### src/rtl/dp_types_pkg.sv
// Shared datapath types for pipeline stages: stage occupancy state and an example payload
// that callers size through $bits() when instantiating pipe_stage_reg.
package dp_types_pkg;

  typedef enum logic [1:0] {
    EMPTY = 2'd0,
    HALF  = 2'd1,
    FULL  = 2'd2
  } pstage_state_t;

  // Example IF/ID payload; 64 bits wide to match the stage's default WIDTH.
  typedef struct packed {
    logic [31:0] pc;
    logic [31:0] instr;
  } if_id_t;

endpackage

### src/rtl/pipe_stage_reg_if.sv
// Valid/ready handshake bundle around one pipeline stage: the upstream side (in_*) and the
// downstream side (out_*). The stage uses the slave modport; its environment uses master.
interface pipe_stage_reg_if #(
  parameter int WIDTH = 64
);
  logic             in_valid;
  logic             in_ready;
  logic [WIDTH-1:0] in_data;
  logic             out_valid;
  logic             out_ready;
  logic [WIDTH-1:0] out_data;

  modport slave (
    input  in_valid, in_data, out_ready,
    output in_ready, out_valid, out_data
  );

  modport master (
    output in_valid, in_data, out_ready,
    input  in_ready, out_valid, out_data
  );
endinterface

### src/rtl/sat_counter.sv
// Up-counter that sticks at its all-ones value instead of wrapping.
module sat_counter #(
  parameter int WIDTH = 32
) (
  input  logic             CLK,
  input  logic             nRST,
  input  logic             inc_i,
  output logic [WIDTH-1:0] count_o
);

  logic [WIDTH-1:0] count_q, count_d;

  always_comb begin
    count_d = count_q;
    if (inc_i && (count_q != '1)) count_d = count_q + WIDTH'(1);
  end

  always_ff @(posedge CLK or negedge nRST) begin
    if (!nRST) count_q <= '0;
    else       count_q <= count_d;
  end

  assign count_o = count_q;

endmodule

### src/rtl/pipe_stage_reg.sv
// Registered pipeline stage with optional two-entry skid buffer, synchronous flush and a
// saturating count of back-pressured cycles. Payload type is opaque; size it with $bits().
module pipe_stage_reg
  import dp_types_pkg::*;
#(
  parameter int WIDTH = 64,
  parameter int SKID  = 1,
  parameter int CNT_W = 32
) (
  input  logic                 CLK,
  input  logic                 nRST,
  input  logic                 flush,
  pipe_stage_reg_if.slave      bus,
  output logic [CNT_W-1:0]     stall_cnt
);

  pstage_state_t    state_q, state_d;
  logic [WIDTH-1:0] main_q,  main_d;
  logic [WIDTH-1:0] skid_q,  skid_d;

  logic out_valid;
  logic in_ready;
  logic accept;
  logic emit;

  assign out_valid = (state_q != EMPTY);
  assign accept    = bus.in_valid & in_ready;
  assign emit      = out_valid & bus.out_ready;

  // With a skid entry in_ready depends only on state; without it, a full stage may still
  // accept in the same cycle its occupant leaves, which makes in_ready follow out_ready.
  generate
    if (SKID != 0) begin : g_skid
      assign in_ready = (state_q != FULL);
    end else begin : g_noskid
      assign in_ready = ~out_valid | bus.out_ready;
    end
  endgenerate

  always_comb begin
    // NOTE: every target gets a default first so no path leaves it unassigned (no latch).
    state_d = state_q;
    main_d  = main_q;
    skid_d  = skid_q;
    if (flush) begin
      state_d = EMPTY;
      main_d  = '0;
      skid_d  = '0;
    end else begin
      unique case (state_q)
        EMPTY: begin
          if (accept) begin
            state_d = HALF;
            main_d  = bus.in_data;
          end
        end
        HALF: begin
          if (accept && emit) begin
            main_d = bus.in_data;
          end else if (accept && (SKID != 0)) begin
            state_d = FULL;
            skid_d  = bus.in_data;
          end else if (emit) begin
            state_d = EMPTY;
            main_d  = '0;
          end
        end
        FULL: begin
          if (emit) begin
            state_d = HALF;
            main_d  = skid_q;
            skid_d  = '0;
          end
        end
        default: begin
          state_d = EMPTY;
          main_d  = '0;
          skid_d  = '0;
        end
      endcase
    end
  end

  // NOTE: payload registers are reset too: out_data is driven straight from main_q and must
  // read 0 whenever the stage is empty, including right after nRST.
  always_ff @(posedge CLK or negedge nRST) begin
    // NOTE: non-blocking assignments so every register samples pre-edge values.
    if (!nRST) begin
      state_q <= EMPTY;
      main_q  <= '0;
      skid_q  <= '0;
    end else begin
      state_q <= state_d;
      main_q  <= main_d;
      skid_q  <= skid_d;
    end
  end

  assign bus.in_ready  = in_ready;
  assign bus.out_valid = out_valid;
  assign bus.out_data  = main_q;

  sat_counter #(.WIDTH(CNT_W)) u_stall_cnt (
    .CLK    (CLK),
    .nRST   (nRST),
    .inc_i  (out_valid & ~bus.out_ready),
    .count_o(stall_cnt)
  );

endmodule
### src/flat_wrapper.sv
// flat-port wrapper written by rule: the top's interface ports become plain ports
module pipe_stage_reg_flat import dp_types_pkg::*;
#(
  parameter int WIDTH = 64,
  parameter int SKID  = 1,
  parameter int CNT_W = 32
)
  (CLK, nRST, flush, stall_cnt, bus_in_valid, bus_in_data, bus_out_ready, bus_in_ready, bus_out_valid, bus_out_data);
  pipe_stage_reg_if #(.WIDTH(WIDTH)) bus_i ();
  input  logic CLK;
  input  logic nRST;
  input  logic flush;
  output logic [CNT_W-1:0] stall_cnt;
  input wire logic [$bits(bus_i.in_valid)-1:0] bus_in_valid;
  input wire logic [$bits(bus_i.in_data)-1:0] bus_in_data;
  input wire logic [$bits(bus_i.out_ready)-1:0] bus_out_ready;
  output wire logic [$bits(bus_i.in_ready)-1:0] bus_in_ready;
  output wire logic [$bits(bus_i.out_valid)-1:0] bus_out_valid;
  output wire logic [$bits(bus_i.out_data)-1:0] bus_out_data;
  assign bus_i.in_valid = bus_in_valid;
  assign bus_i.in_data = bus_in_data;
  assign bus_i.out_ready = bus_out_ready;
  assign bus_in_ready = bus_i.in_ready;
  assign bus_out_valid = bus_i.out_valid;
  assign bus_out_data = bus_i.out_data;
  pipe_stage_reg #(.WIDTH(WIDTH), .SKID(SKID), .CNT_W(CNT_W)) u_core (.CLK(CLK), .nRST(nRST), .flush(flush), .bus(bus_i), .stall_cnt(stall_cnt));
endmodule
### config.mk
export PLATFORM = sky130hd
export DESIGN_NAME = pipe_stage_reg_flat
export DESIGN_NICKNAME = d
export VERILOG_FILES = /design/src/rtl/dp_types_pkg.sv /design/src/rtl/pipe_stage_reg_if.sv /design/src/rtl/sat_counter.sv /design/src/rtl/pipe_stage_reg.sv /design/src/flat_wrapper.sv
export SDC_FILE = /design/constraint.sdc
export NUM_CORES = 1
export LEC_CHECK = 0
export ABC_AREA = 1
export CAP_MARGIN = 20
export CORE_AREA = 4 4 158 160
export DETAILED_ROUTE_END_ITERATION = 16
export DIE_AREA = 0 0 162 164
export PLACE_DENSITY_LB_ADDON = 0.2
export SETUP_SLACK_MARGIN = 0.15
export SYNTH_ARGS = -nofsm -noshare
export SYNTH_HDL_FRONTEND = slang
export SYNTH_SLANG_ARGS = --single-unit
### constraint.sdc
create_clock -name CLK -period 3.45 [get_ports CLK]
set_input_delay 1.035 -clock CLK [delete_from_list [all_inputs] [get_ports CLK]]
set_output_delay 1.035 -clock CLK [all_outputs]
set_load 0.005 [all_outputs]
; After elaboration in Yosys (flattened, before gate mapping)
; Cells that the tools add are included.
[classes]
bitwise_logic = 4
n_addsub = 1
n_mux = 17
reduce_logical = 7
eq_ne = 12
[ops]
columns = cell, n
row1 = 64-bit two-way mux, 8
row2 = 64-bit one-hot mux with 3 select lines, 2
row3 = "32-bit by 1-bit adder with 32-bit output, second input constant", 1
row4 = "32-bit inequality test, second input constant", 1
row5 = 2-bit two-way mux, 6
row6 = 4-bit AND reduction, 3
row7 = "3-bit by 2-bit inequality test with 1-bit output, second input constant", 3
row8 = "4-bit by 2-bit inequality test with 1-bit output, second input constant", 2
row9 = 2-bit one-hot mux with 3 select lines, 1
row10 = "2-bit inequality test, second input constant", 2
row11 = "4-bit inequality test, second input constant", 1
row12 = 1-bit AND, 3
row13 = "3-bit inequality test, second input constant", 1
row14 = "2-bit by 1-bit equality test with 1-bit output, second input constant", 1
row15 = "2-bit equality test, second input constant", 1
row16 = 1-bit logical AND, 2
row17 = 2-bit zero test, 1
row18 = 2-bit nonzero test, 1
row19 = 1-bit inverter, 1
[word_totals]
elab_cells = 45
input_bits = 69
out_inout_bits = 98
ff_bits = 162

; Logic depth before layout (Yosys ltp)
[logic_depth]
word_depth = 7
mapped_depth = 12
ltp_nobuf = 10

; Hierarchy
; A second synthesis with hierarchy kept.
[hier_totals]
cells_unflattened = 1489
area_unflattened_um2 = 10113.4
[modules_own_cells]
columns = module, cells_per_inst, area_per_inst_um2, seq_area_each_um2, instances
row1 = pipe_stage_reg, 1160, 7972.6, 3253.1, 1
row2 = sat_counter, 329, 2140.8, 800.8, 1

; Worst setup path after synthesis
; Ideal clock, no wire load.
[synth_timing]
kind = input to register
start = input flush
end = register u_core.skid_q[0]
t_required_ps = 3320
path_slack_ps = 1386
path_buffers = 2
setup_ps = 130
stages = 6
arrival_time_ps = 1934
cell_sequence = nor3_2 o21ai_0 nand2_1 buf_2 clkbuf_1 o21ai_0
[synth_between]
elab_chain_cells = 2
elab_cells_between_ends = 6
cone_classes = eq/ne: 4 / mux: 1 / reduce/logical: 1
[synth_lines]
columns = element, line_no
row1 = from (decl), flat_wrapper.sv:12  ; input logic flush;
row2 = 3-bit by 2-bit inequality test with 1-bit output (no line) (tied with other cells), -
row3 = 4-bit AND reduction (no line), -
row4 = to (signal assigned), pipe_stage_reg.sv:95  ; skid_q <= skid_d;
row5 = to (decl), pipe_stage_reg.sv:19  ; logic [WIDTH-1:0] skid_q, skid_d;
; Parallel ways exist; a longest one is shown, timed or not.
; A chain may end at the register's enable or synchronous reset.

; Worst setup path after layout
[layout_timing]
start = register u_core.state_q[1]
end = output bus_out_valid
[layout_between]
elab_chain_cells = 1
[layout_lines]
columns = element, line_no
row1 = from (decl), pipe_stage_reg.sv:17  ; pstage_state_t state_q, state_d;
row2 = from (signal assigned), pipe_stage_reg.sv:93  ; state_q <= state_d;
row3 = 2-bit nonzero test, pipe_stage_reg.sv:26  ; assign out_valid = (state_q != EMPTY);
row4 = to (decl), flat_wrapper.sv:18  ; output wire logic [$bits(bus_i.out_valid)-1:0] bus_out_valid;
; Every way passes these cells.

==> metrics.txt <==
status=finished, final reports clean; die width=162 um; endpoints failing hold=0; area delta synth->final=31.7%; Worst-Skew Late Latency=410 ps; FF+latch count, synth=162; data arrival time of the worst path=1970 ps; pin count of the biggest net entering global routing=70; Synth Instances=1144; YS warnings=0; max cap viols=0; Post-Synthesis Cell Area=8120 um2; cell with the most instances after synthesis=nand2_1; worst-path fanout max=27; PD cells=513 nW/um2; die span in y=164 um; Main synth FF type=dfrtp_1; post-CTS sizing=0; min cycle time layout=3010 ps; wire length per cell=14.3 um; Synth top area share=50.0%; die area=26600 um2; HP Start=u_core.bus.out_data[19]$_DFFE_PN0P_; Yosys cell types=22; Reg clk slew, reported paths=70 ps; ys async rst share=100%; cell taking the most area after synthesis=dfrtp_1; fin worst setup slack=442 ps; Overflow after GRT=0; RSZ-0062 raised after global routing=no; maximum root-to-sink buffer count=2; Placed Area=10100 um2; post-synth net total=1214; antenna-violating nets left=0; area of the core=23400 um2; initial antenna violation count=0; fin. max-slew vios=0; setup bufs post-CTS=0; CP startpoint kind=register; relative slew slack=48.7%; Tot Pwr=5.48 mW; FMAX=0.332 GHz; pre-CTS setup slack=488 ps; DRC viols=0; final net count=1351; Critical Path Start=u_core.state_q[1]$_DFFE_PN0P_; sequential fraction of the synthesis area=50.0%; DRT Pass-1 Iters=6; hold buffer count at CTS=0; Setup CP Type=register to primary output; post-DP HPWL=14800 um; I/O Buffers=166; clk_skew=6.83 ps; Critical Path RT=2410 ps; synth top area cells=dfrtp_1, nand2_1, nand3_1, o21ai_0, nor2_1; Ports=167; 1st-iter DRT viols=488; Worst-Margin Slew=769 ps; Critical Path End Type=primary output; RD Place Congestion=0.855; Core Rows=56; reg-to-reg startpoint=u_core.state_q[1]$_DFFE_PN0P_; share of layout cells above drive strength 1=4.64%; worst ir drop on vdd=0.000297 V; vias per cell=4.66; finished layout cell area=10700 um2; initial core utilization=34.7%; Sink Count=162; top post-synthesis cells by count=nand2_1, dfrtp_1, nand3_1, o21ai_0, nor2_1; H-Tree Depth=4; Min-Delay Path Class=register to register; CTS tree=done; Tcrit/Tclk final=87.2%; final setup fails=0; Pleak=5.11 nW; synthesized area per cell=7.09 um2; first-pass GRT wire length=38700 um; setup tns final=0 ps; final wirelength=23100 um; clk root buf=clkbuf_16; Total GRT Usage=18.0%; via count=7519; ant diodes=0; CTS Buf Count=17; number of enable flip-flop cells after synthesis=0; vias in the first global route=7402; fin util=45.7%
## final timing paths
kind                       depth (start not counted)  slack, ps                                   to
min in group asynchronous                          1        640  u_core.bus.out_data[60]$_DFFE_PN0P_
max in group asynchronous                          2       2070   u_core.bus.out_data[2]$_DFFE_PN0P_
max reg2reg                                        9        830  u_core.bus.out_data[62]$_DFFE_PN0P_
min reg2reg                                        2        480  u_core.bus.out_data[19]$_DFFE_PN0P_
min                                                2        480  u_core.bus.out_data[19]$_DFFE_PN0P_
max                                                3        440                        bus_out_valid
## sequential cells by signal (all words and copies together), names as in the netlist
register	flops
u_core.bus.out_data	64
u_core.skid_q	64
u_core.state_q	2
u_core.u_stall_cnt.count_o	32
## cell usage in the layout (no fill, tap or decap), types with 3 or more instances in the layout
cell | Yosys | layout
nand2_2 | 4 | 5
inv_6 | 0 | 8
xnor2_1 | 6 | 6
nand2_1 | 653 | 651
buf_12 | 0 | 6
o21ai_0 | 70 | 70
buf_4 | 2 | 6
nand4_1 | 4 | 4
xor2_1 | 6 | 6
nor2_1 | 55 | 55
dfrtp_1 | 162 | 161
inv_1 | 30 | 30
nor2_4 | 3 | 3
nand3_1 | 83 | 82
clkdlybuf4s50_1 | 0 | 165
clkbuf_16 | 0 | 17
## per-stage QoR
step           hold slack (ps)  std cells
6_report                   479       1613
5_1_grt                    502       1613
4_1_cts                    484       1613
3_5_place_dp               465       1581
3_3_place_gp               462       1581
2_1_floorplan              454       1144
## critical path, cell delays in order, from the launching register on
cell and delay, ps:
dfrtp_2 710, nor2_1 160, inv_1 160, clkdlybuf4s50_1 520
## cell type report
type	instances	area (um2)
fillers	2408	12700
flip-flops and latches	162	4060
multi-input cells	890	3680
repair buffers	178	1830
clock buffers	18	439
well taps	319	399
clock inverters	14	163
inverters	32	120
## power breakdown
group          internal, mW  switching, mW  total (mW)  leakage, nW
Clock                  1.11          0.861        1.97        0.290
Sequential             2.12          0.164        2.28         2.19
Combinational         0.527          0.700        1.23         2.62
## per-layer routing
layer,part of all wire [%],vias up,track usage [%]
met2,48,168,29.8
li1,-,3817,-
met1,46,3517,24.2
met5,0,-,0
met4,1.2,0,4.77
met3,5.1,17,3.59
## cell families (layout without fill, tap and decap cells)
| group | Yosys count | in the layout | synth area share, % |
|---|---|---|---|
| AOI/OAI and AO/OA | 71 | 71 | 4.41 |
| xor gates and xnor gates | 12 | 12 | 1.30 |
| adders and majority gates | 1 | 1 | 0.154 |
| buffers and inverters | 92 | 242 | 4.90 |
| DFF | 162 | 162 | 50.0 |
| and+or+nand+nor | 806 | 806 | 39.3 |
Power figures use the tool's default switching activity.
